==> src/rtl/div_issue_ctrl.sv <==
// rtl/div_issue_ctrl.sv - IDIV request screening, divider core sequencing and response holding
module div_issue_ctrl #(
  parameter int TAG_W   = 4,
  parameter int TIMEOUT = 48
) (
  input  logic             clock,
  input  logic             reset_n,
  input  logic             req_valid,
  output logic             req_ready,
  input  logic [31:0]      req_dividend,
  input  logic [31:0]      req_divisor,
  input  logic [TAG_W-1:0] req_tag,
  output logic             div_start,
  output logic [31:0]      div_dividend,
  output logic [31:0]      div_divisor,
  input  logic             div_busy,
  input  logic             div_over,
  input  logic [31:0]      div_q,
  input  logic [31:0]      div_r,
  output logic             rsp_valid,
  input  logic             rsp_ready,
  output logic [31:0]      rsp_q,
  output logic [31:0]      rsp_r,
  output logic [1:0]       rsp_err,
  output logic [TAG_W-1:0] rsp_tag
);

  typedef enum logic [2:0] {
    IDLE,
    START,
    WAIT_BUSY,
    WAIT_DONE,
    RESP
  } state_t;

  localparam logic [31:0] INT_MIN  = 32'h8000_0000;
  localparam logic [31:0] NEG_ONE  = 32'hFFFF_FFFF;
  localparam logic [7:0]  WDOG_MAX = 8'(TIMEOUT);

  localparam logic [1:0] ERR_OK   = 2'b00;
  localparam logic [1:0] ERR_DZ   = 2'b01;
  localparam logic [1:0] ERR_OVF  = 2'b10;
  localparam logic [1:0] ERR_TOUT = 2'b11;

  state_t     state;
  logic [7:0] wdog;

  // Ready is a pure decode of IDLE, forced low while reset is asserted.
  assign req_ready = reset_n && (state == IDLE);

  // Main sequencer: screening, start pulse, busy/over tracking, watchdog and held response.
  always_ff @(posedge clock or negedge reset_n) begin
    if (!reset_n) begin
      state        <= IDLE;
      wdog         <= 8'd0;
      div_start    <= 1'b0;
      div_dividend <= 32'd0;
      div_divisor  <= 32'd0;
      rsp_valid    <= 1'b0;
      rsp_q        <= 32'd0;
      rsp_r        <= 32'd0;
      rsp_err      <= ERR_OK;
      rsp_tag      <= '0;
    end else begin
      div_start <= 1'b0;
      case (state)
        IDLE: begin
          if (req_valid) begin
            div_dividend <= req_dividend;
            div_divisor  <= req_divisor;
            rsp_tag      <= req_tag;
            rsp_q        <= 32'd0;
            rsp_r        <= 32'd0;
            rsp_err      <= ERR_OK;
            if (req_divisor == 32'd0) begin
              rsp_err   <= ERR_DZ;
              rsp_valid <= 1'b1;
              state     <= RESP;
            end else if (req_dividend == INT_MIN && req_divisor == NEG_ONE) begin
              rsp_err   <= ERR_OVF;
              rsp_valid <= 1'b1;
              state     <= RESP;
            end else if (req_divisor == 32'd1) begin
              rsp_q     <= req_dividend;
              rsp_valid <= 1'b1;
              state     <= RESP;
            end else if (req_divisor == NEG_ONE) begin
              rsp_q     <= 32'd0 - req_dividend;
              rsp_valid <= 1'b1;
              state     <= RESP;
            end else begin
              div_start <= 1'b1;
              state     <= START;
            end
          end
        end
        START: begin
          wdog  <= 8'd0;
          state <= WAIT_BUSY;
        end
        WAIT_BUSY: begin
          if (wdog == WDOG_MAX) begin
            rsp_err   <= ERR_TOUT;
            rsp_valid <= 1'b1;
            state     <= RESP;
          end else begin
            wdog <= wdog + 8'd1;
            if (div_busy) state <= WAIT_DONE;
          end
        end
        WAIT_DONE: begin
          // Completion is checked before expiry so a same-cycle finish reports ok.
          if (!div_busy && div_over) begin
            rsp_q     <= div_q;
            rsp_r     <= div_r;
            rsp_err   <= ERR_OK;
            rsp_valid <= 1'b1;
            state     <= RESP;
          end else if (wdog == WDOG_MAX) begin
            rsp_err   <= ERR_TOUT;
            rsp_valid <= 1'b1;
            state     <= RESP;
          end else begin
            wdog <= wdog + 8'd1;
          end
        end
        RESP: begin
          if (rsp_ready) begin
            rsp_valid <= 1'b0;
            state     <= IDLE;
          end
        end
        default: state <= IDLE;
      endcase
    end
  end

endmodule

==> config.mk <==
export PLATFORM = sky130hd
export DESIGN_NAME = div_issue_ctrl
export DESIGN_NICKNAME = d
export VERILOG_FILES = /design/src/rtl/div_issue_ctrl.sv
export SDC_FILE = /design/constraint.sdc
export NUM_CORES = 1
export LEC_CHECK = 0
export ABC_AREA = 1
export CAP_MARGIN = 20
export CORE_ASPECT_RATIO = 1.4
export CORE_MARGIN = 2
export CORE_UTILIZATION = 35
export DETAILED_ROUTE_END_ITERATION = 12
export PLACE_DENSITY = 0.66
export SLEW_MARGIN = 20
export SYNTH_ARGS = -nofsm -noshare
export SYNTH_HDL_FRONTEND = slang
export SYNTH_SLANG_ARGS = --single-unit
==> constraint.sdc <==
create_clock -name clock -period 3.35 [get_ports clock]
set_input_delay 1.005 -clock clock [delete_from_list [all_inputs] [get_ports clock]]
set_output_delay 1.005 -clock clock [all_outputs]
set_load 0.005 [all_outputs]
# Word level (Yosys, flattened, before mapping)

Index checks and enable logic that the tools add are counted.

Register bits: 147

Reduce and logical (&&, ||, !) cells: 16
Muxes and demuxes: 45
Add/sub/neg operators: 2
Equality and inequality tests: 15

Operators by type and width:

| cell                                                   | number |
|---|---|
| two-way mux 32 bit                                     | 8 |
| case mux 32 bit (2 select lines)                       | 2 |
| == test 32 bit (second input constant)                 | 2 |
| == test 32 x 1 -> 1 bit (second input constant)        | 1 |
| logical NOT 32 bit                                     | 1 |
| subtractor 1 x 32 -> 32 bit (first input constant)     | 1 |
| two-way mux 3 bit                                      | 10 |
| case mux 8 bit (3 select lines)                        | 1 |
| two-way mux 8 bit                                      | 2 |
| case mux 3 bit (5 select lines)                        | 1 |
| two-way mux 1 bit                                      | 14 |
| two-way mux 2 bit                                      | 5 |
| adder 8 x 1 -> 8 bit (second input constant)           | 1 |
| == test 8 x 6 -> 1 bit (second input constant)         | 1 |
| inequality test 2 bit (second input constant)          | 4 |
| AND reduction 4 bit                                    | 2 |
| == test 3 x 2 -> 1 bit (second input constant)         | 2 |
| inequality test 3 bit (second input constant)          | 2 |
| case mux 2 bit (3 select lines)                        | 1 |
| AND reduction 2 bit                                    | 3 |
| nonzero test 3 bit                                     | 2 |
| inequality test 5 x 1 -> 1 bit (second input constant) | 1 |
| case mux 1 bit (4 select lines)                        | 1 |
| nonzero test 4 bit                                     | 1 |
| 7 further kinds                                        | 9 |

# Logic depth before layout (Yosys ltp)

Depth after elaboration: 7
Mapped depth: 12

# Worst setup path before layout

OpenSTA, ideal clock, no wires.

Path type: input port to flip-flop
Start point: input req_dividend[0]
End point: register rsp_q[31]
Slack: 0.917 ns
Data arrival time: 2.311 ns
Cell stages on the path: 10
Buffers on the path: 1
Required time: 3.228 ns
Cells stage by stage: inv_1 > ha_1 > nand3_2 > nor2_2 > nand3_1 > nor3_1 > nor2_2 > buf_4 > nand2_1 > a21oi_1

Word-level cells in the longest chain between the ends: 7
Elaborated cells on any way between the ends: 9

Ends and longest elaborated chain:

| element                              | RTL line | RTL |
|---|---|---|
| start: declaration                   | 10       | `input logic [31:0] req_dividend,` |
| subtractor 1 x 32 -> 32 bit          | 88       | `rsp_q <= 32'd0 - req_dividend;` |
| two-way mux 32 bit                   | 87       | `end else if (req_divisor == NEG_ONE) begin` |
| two-way mux 32 bit                   | 83       | `end else if (req_divisor == 32'd1) begin` |
| two-way mux 32 bit (*)               | 79       | `end else if (req_dividend == INT_MIN && req_divisor == NEG_ONE) begin` |
| two-way mux 32 bit (*)               | 75       | `if (req_divisor == 32'd0) begin` |
| two-way mux 32 bit (*)               | 68       | `if (req_valid) begin` |
| case mux 32 bit (2 select lines) (*) | 66       | `case (state)` |
| end signal: assignment               | 84       | `rsp_q <= req_dividend;` |
| end signal: assignment               | 88       |  |
| end signal: assignment               | 114      | `rsp_q <= div_q;` |
| end: declaration                     | 22       | `output logic [31:0] rsp_q,` |

Mark *: on every way between the ends. The rest lies on a longest branch, timed or not. The select of a mux whose other input is x is not followed.
A chain may end at the register's enable or synchronous reset.

# Worst setup path after layout

Start point: register state[0]
End point: output req_ready

Word-level cells in the longest chain between the ends: 2

Ends and longest elaborated chain:

| element                  | RTL line | RTL |
|---|---|---|
| start: declaration       | 45       | `state_t state;` |
| start signal: assignment | 54       | `state <= IDLE;` |
| start signal: assignment | 78       | `state <= RESP;` |
| start signal: assignment | 82       | `state <= RESP;` |
| logical NOT 3 bit        | 49       | `assign req_ready = reset_n && (state == IDLE);` |
| logical AND 1 bit        | 49       |  |
| end: declaration         | 9        | `output logic req_ready,` |

Every way passes these cells.

==> results.py <==
metrics = {
    "sta": {
        "grt_setup_unrepaired": "false",
        "max_slew_margin_pct": 39.6,
        "tightest_slew_ns": 0.906,
        "layout_setup_ws_ns": 0.353,
        "holdWs_ns": 0.470,
        "clock_skew_ns": 0.00736,
        "slew_violations": 0,
        "finalCritPeriodShare_pct": 89.5,
        "final-hold-violation-count": 0,
        "setup_violations": 0,
        "min_period_ns": 3.00,
        "tns_ns": 0,
        "fmax_mhz": 334,
    },
    "worst_setup_path": {
        "path_max_fanout": 7,
        "cp_cell_sequence": "nor2_1 > inv_2 > nor2_1 > inv_2 > nor2_1 > clkdlybuf4s50_1",
        "worstPathArrival_ns": 1.99,
        "critPathSlowestCell": "clkdlybuf4s50_1",
        "endpoint_kind": "output pin",
        "startpoint_type": "register",
        "cpMostUsedCell": "nor2_1",
        "reg2reg_from": "state[2]$_DFFE_PN0P_",
        "crit_path_start": "state[0]$_DFFE_PN0P_",
        "required_ns": 2.34,
        "slowest_delay_ns": 0.53,
        "critical_path_class": "reg2out",
    },
    "global_routing": {
        "grt_antenna_before_repair": 1,
        "overflow": 0,
        "grt_usage_pct": 22.2,
        "grt_pass1_vias": 7217,
        "grt_max_degree": 148,
        "grt_pass1_wl_um": 38900,
    },
    "cells_and_area": {
        "syn_to_final_growth_pct": 47.5,
        "fin_cells": 1572,
        "mostFrequentLayoutCell": "nand2_1",
        "finish.instance_area_um2": 11300,
        "mostFrequentLayoutCells": "326 x nand2_1, 273 x clkdlybuf4s50_1, 147 x dfrtp_1",
        "fin_nets": 1401,
        "multi_input_area_um2": 3480,
        "finalCoreUtilization_pct": 52.1,
        "regArea_um2": 3680,
        "final.fill_count": 2097,
        "drive_gt1_share_pct": 5.97,
    },
    "placed_design": {
        "place.gp.congestion": 0.943,
        "dp_slack_ns": -0.0872,
        "placed_area_um2": 10700,
        "placed_cells": 1538,
        "dp_hpwl_um": 19400,
        "portBuffers": 274,
    },
    "detailed_routing": {
        "viasPerCell": 4.79,
        "drt_wl_total_um": 25600,
        "antenna_left": 0,
        "dr_total_vias": 7533,
        "firstDrtPassIters": 5,
        "route.detailed.drc": 0,
        "drt_iter0_markers": 484,
        "wire_per_inst_um": 16.3,
    },
    "cts": {
        "cts_sinks": 147,
        "insertion_delay_ns": 0.43,
        "cts_buffers": 17,
        "clockBufferDepth": 2,
        "ctsResizeCount": 0,
        "cts_hold_buf": 0,
        "htree_levels": 4,
        "cts_tree": "yes",
        "cts-root-buf": "clkbuf_16",
        "clkTransAtPathRegs_ns": 0.06,
        "post-cts-setup-buffers": 0,
    },
    "power_and_ir_drop": {
        "cellPowerDensity_nw_per_um2": 796,
        "total_power_mw": 8.99,
        "clkPwrFrac_pct": 21.6,
        "combPwrFrac_pct": 45.5,
        "netSwitchingPower_mw": 3.18,
        "p_leak_nw": 5.14,
        "peakVddDrop_v": 0.000634,
        "p_int_mw": 5.82,
        "p_sw_share_pct": 35.3,
        "p_seq_share_pct": 33.0,
    },
    "worst_hold_path": {
        "min_path_type": "reg2reg",
        "min_from": "rsp_r[15]$_DFFE_PN0P_",
    },
    "floorplanning": {
        "rows": 64,
        "ioPinCount": 275,
        "die_x_um": 129,
        "die_y_um": 179,
        "initial_utilization_pct": 35.3,
        "core_um2": 21700,
        "dieArea_um2": 23100,
    },
    "logic_synthesis": {
        "ys_ff_latch": 147,
        "syn_avg_cell_area_um2": 7.70,
        "yosys_warnings": 0,
        "ys_seq_area_share_pct": 48.0,
        "ys_types": 33,
        "synthesis.nets": 1136,
        "netlist_instances": 995,
        "syn_area_um2": 7660,
    },
    "run": {
        "maxCapViolations": 0,
    },
    "run_status": {
        "status": "finished clean",
    },
}
==> cells by family after synthesis <==
logic type	after synthesis	share of synthesized area (%)
compound gates	123	9.32
xor+xnor	4	0.457
fa+ha+maj	3	0.490
buf+inv	121	6.71
flops	147	48.0
mux	35	5.14
simple gates	562	29.9
==> worst paths after layout <==
path	to	slack [ns]	cells past startpoint
setup / recovery	req_ready	0.35	6
hold / removal	rsp_r[15]$_DFFE_PN0P_	0.47	2
setup reg to reg	rsp_q[24]$_DFFE_PN0P_	1.23	8
hold reg to reg	rsp_r[15]$_DFFE_PN0P_	0.47	2
max in group asynchronous	rsp_r[8]$_DFFE_PN0P_	1.94	2
min in group asynchronous	div_dividend[23]$_DFFE_PN0P_	0.66	2
==> power groups by stage <==
stage / Clock (mW) / Sequential (mW) / Combinational (mW)
2_1_floorplan: 0 / 3.02 / 1.92
3_5_place_dp: 0 / 2.99 / 4.14
6_report: 1.94 / 2.96 / 4.09
5_1_grt: 2.07 / 3.06 / 4.49
4_1_cts: 2.00 / 2.97 / 4.15
3_3_place_gp: 0 / 2.98 / 4.09
==> area by class of cell <==
class / count / area share, %
antenna: 2 / 0.0443
clock buffer: 17 / 3.76
clock inverter: 15 / 1.53
inverter: 82 / 2.72
multi-input combinational: 727 / 30.8
sequential: 147 / 32.5
tap: 297 / 3.29
timing repair buffer: 285 / 25.3
==> registers in the layout, indices dropped and copies added, names as in the netlist <==
| signal | count |
|---|---|
| rsp_tag | 4 |
| div_dividend | 32 |
| rsp_q | 32 |
| state | 3 |
| rsp_err | 2 |
| wdog | 8 |
| div_divisor | 32 |
| div_start | 1 |
| rsp_valid | 1 |
| rsp_r | 32 |
==> cells in the mapped netlist <==
library cell / number / area share, %
a21oi_1: 59 / 3.9
and2_1: 1 / 0.082
buf_1: 1 / 0.049
buf_2: 15 / 0.98
buf_4: 7 / 0.69
buf_6: 2 / 0.29
clkbuf_1: 14 / 0.69
clkinv_1: 1 / 0.049
dfrtp_1: 147 / 48
ha_1: 3 / 0.49
inv_1: 72 / 3.5
inv_2: 9 / 0.44
mux2_1: 24 / 3.5
mux2_2: 11 / 1.6
nand2_1: 327 / 16
nand2_2: 1 / 0.082
nand3_1: 72 / 4.7
nand3_2: 2 / 0.26
nand3b_1: 4 / 0.39
nand4_1: 7 / 0.57
nor2_1: 132 / 6.5
nor2_2: 6 / 0.49
nor2_4: 1 / 0.15
nor3_1: 6 / 0.39
nor3b_1: 2 / 0.20
nor4_1: 1 / 0.082
o21a_1: 35 / 3.4
o21ai_0: 24 / 1.6
o21ai_1: 1 / 0.065
o22ai_1: 3 / 0.24
o31ai_2: 1 / 0.16
xnor2_1: 1 / 0.11
xor2_1: 3 / 0.34
==> layer usage <==
| metal | up-vias | share of wire (%) | GRT usage [%] |
|---|---|---|---|
| met4 | 0 | 4.1 | 11.1 |
| met5 | - | 0 | 0 |
| li1 | 3714 | - | - |
| met2 | 232 | 51 | 38.3 |
| met3 | 50 | 4.6 | 3.97 |
| met1 | 3537 | 40 | 26.5 |
==> critical path, delay by kind of cell, from the launching register on <==
family,cells,cell delay (ns)
buffers and inverters,3,0.68
flip-flops,1,0.45
AND/OR/NAND/NOR,3,0.43
Note: power is estimated with default switching activity, not from simulation.
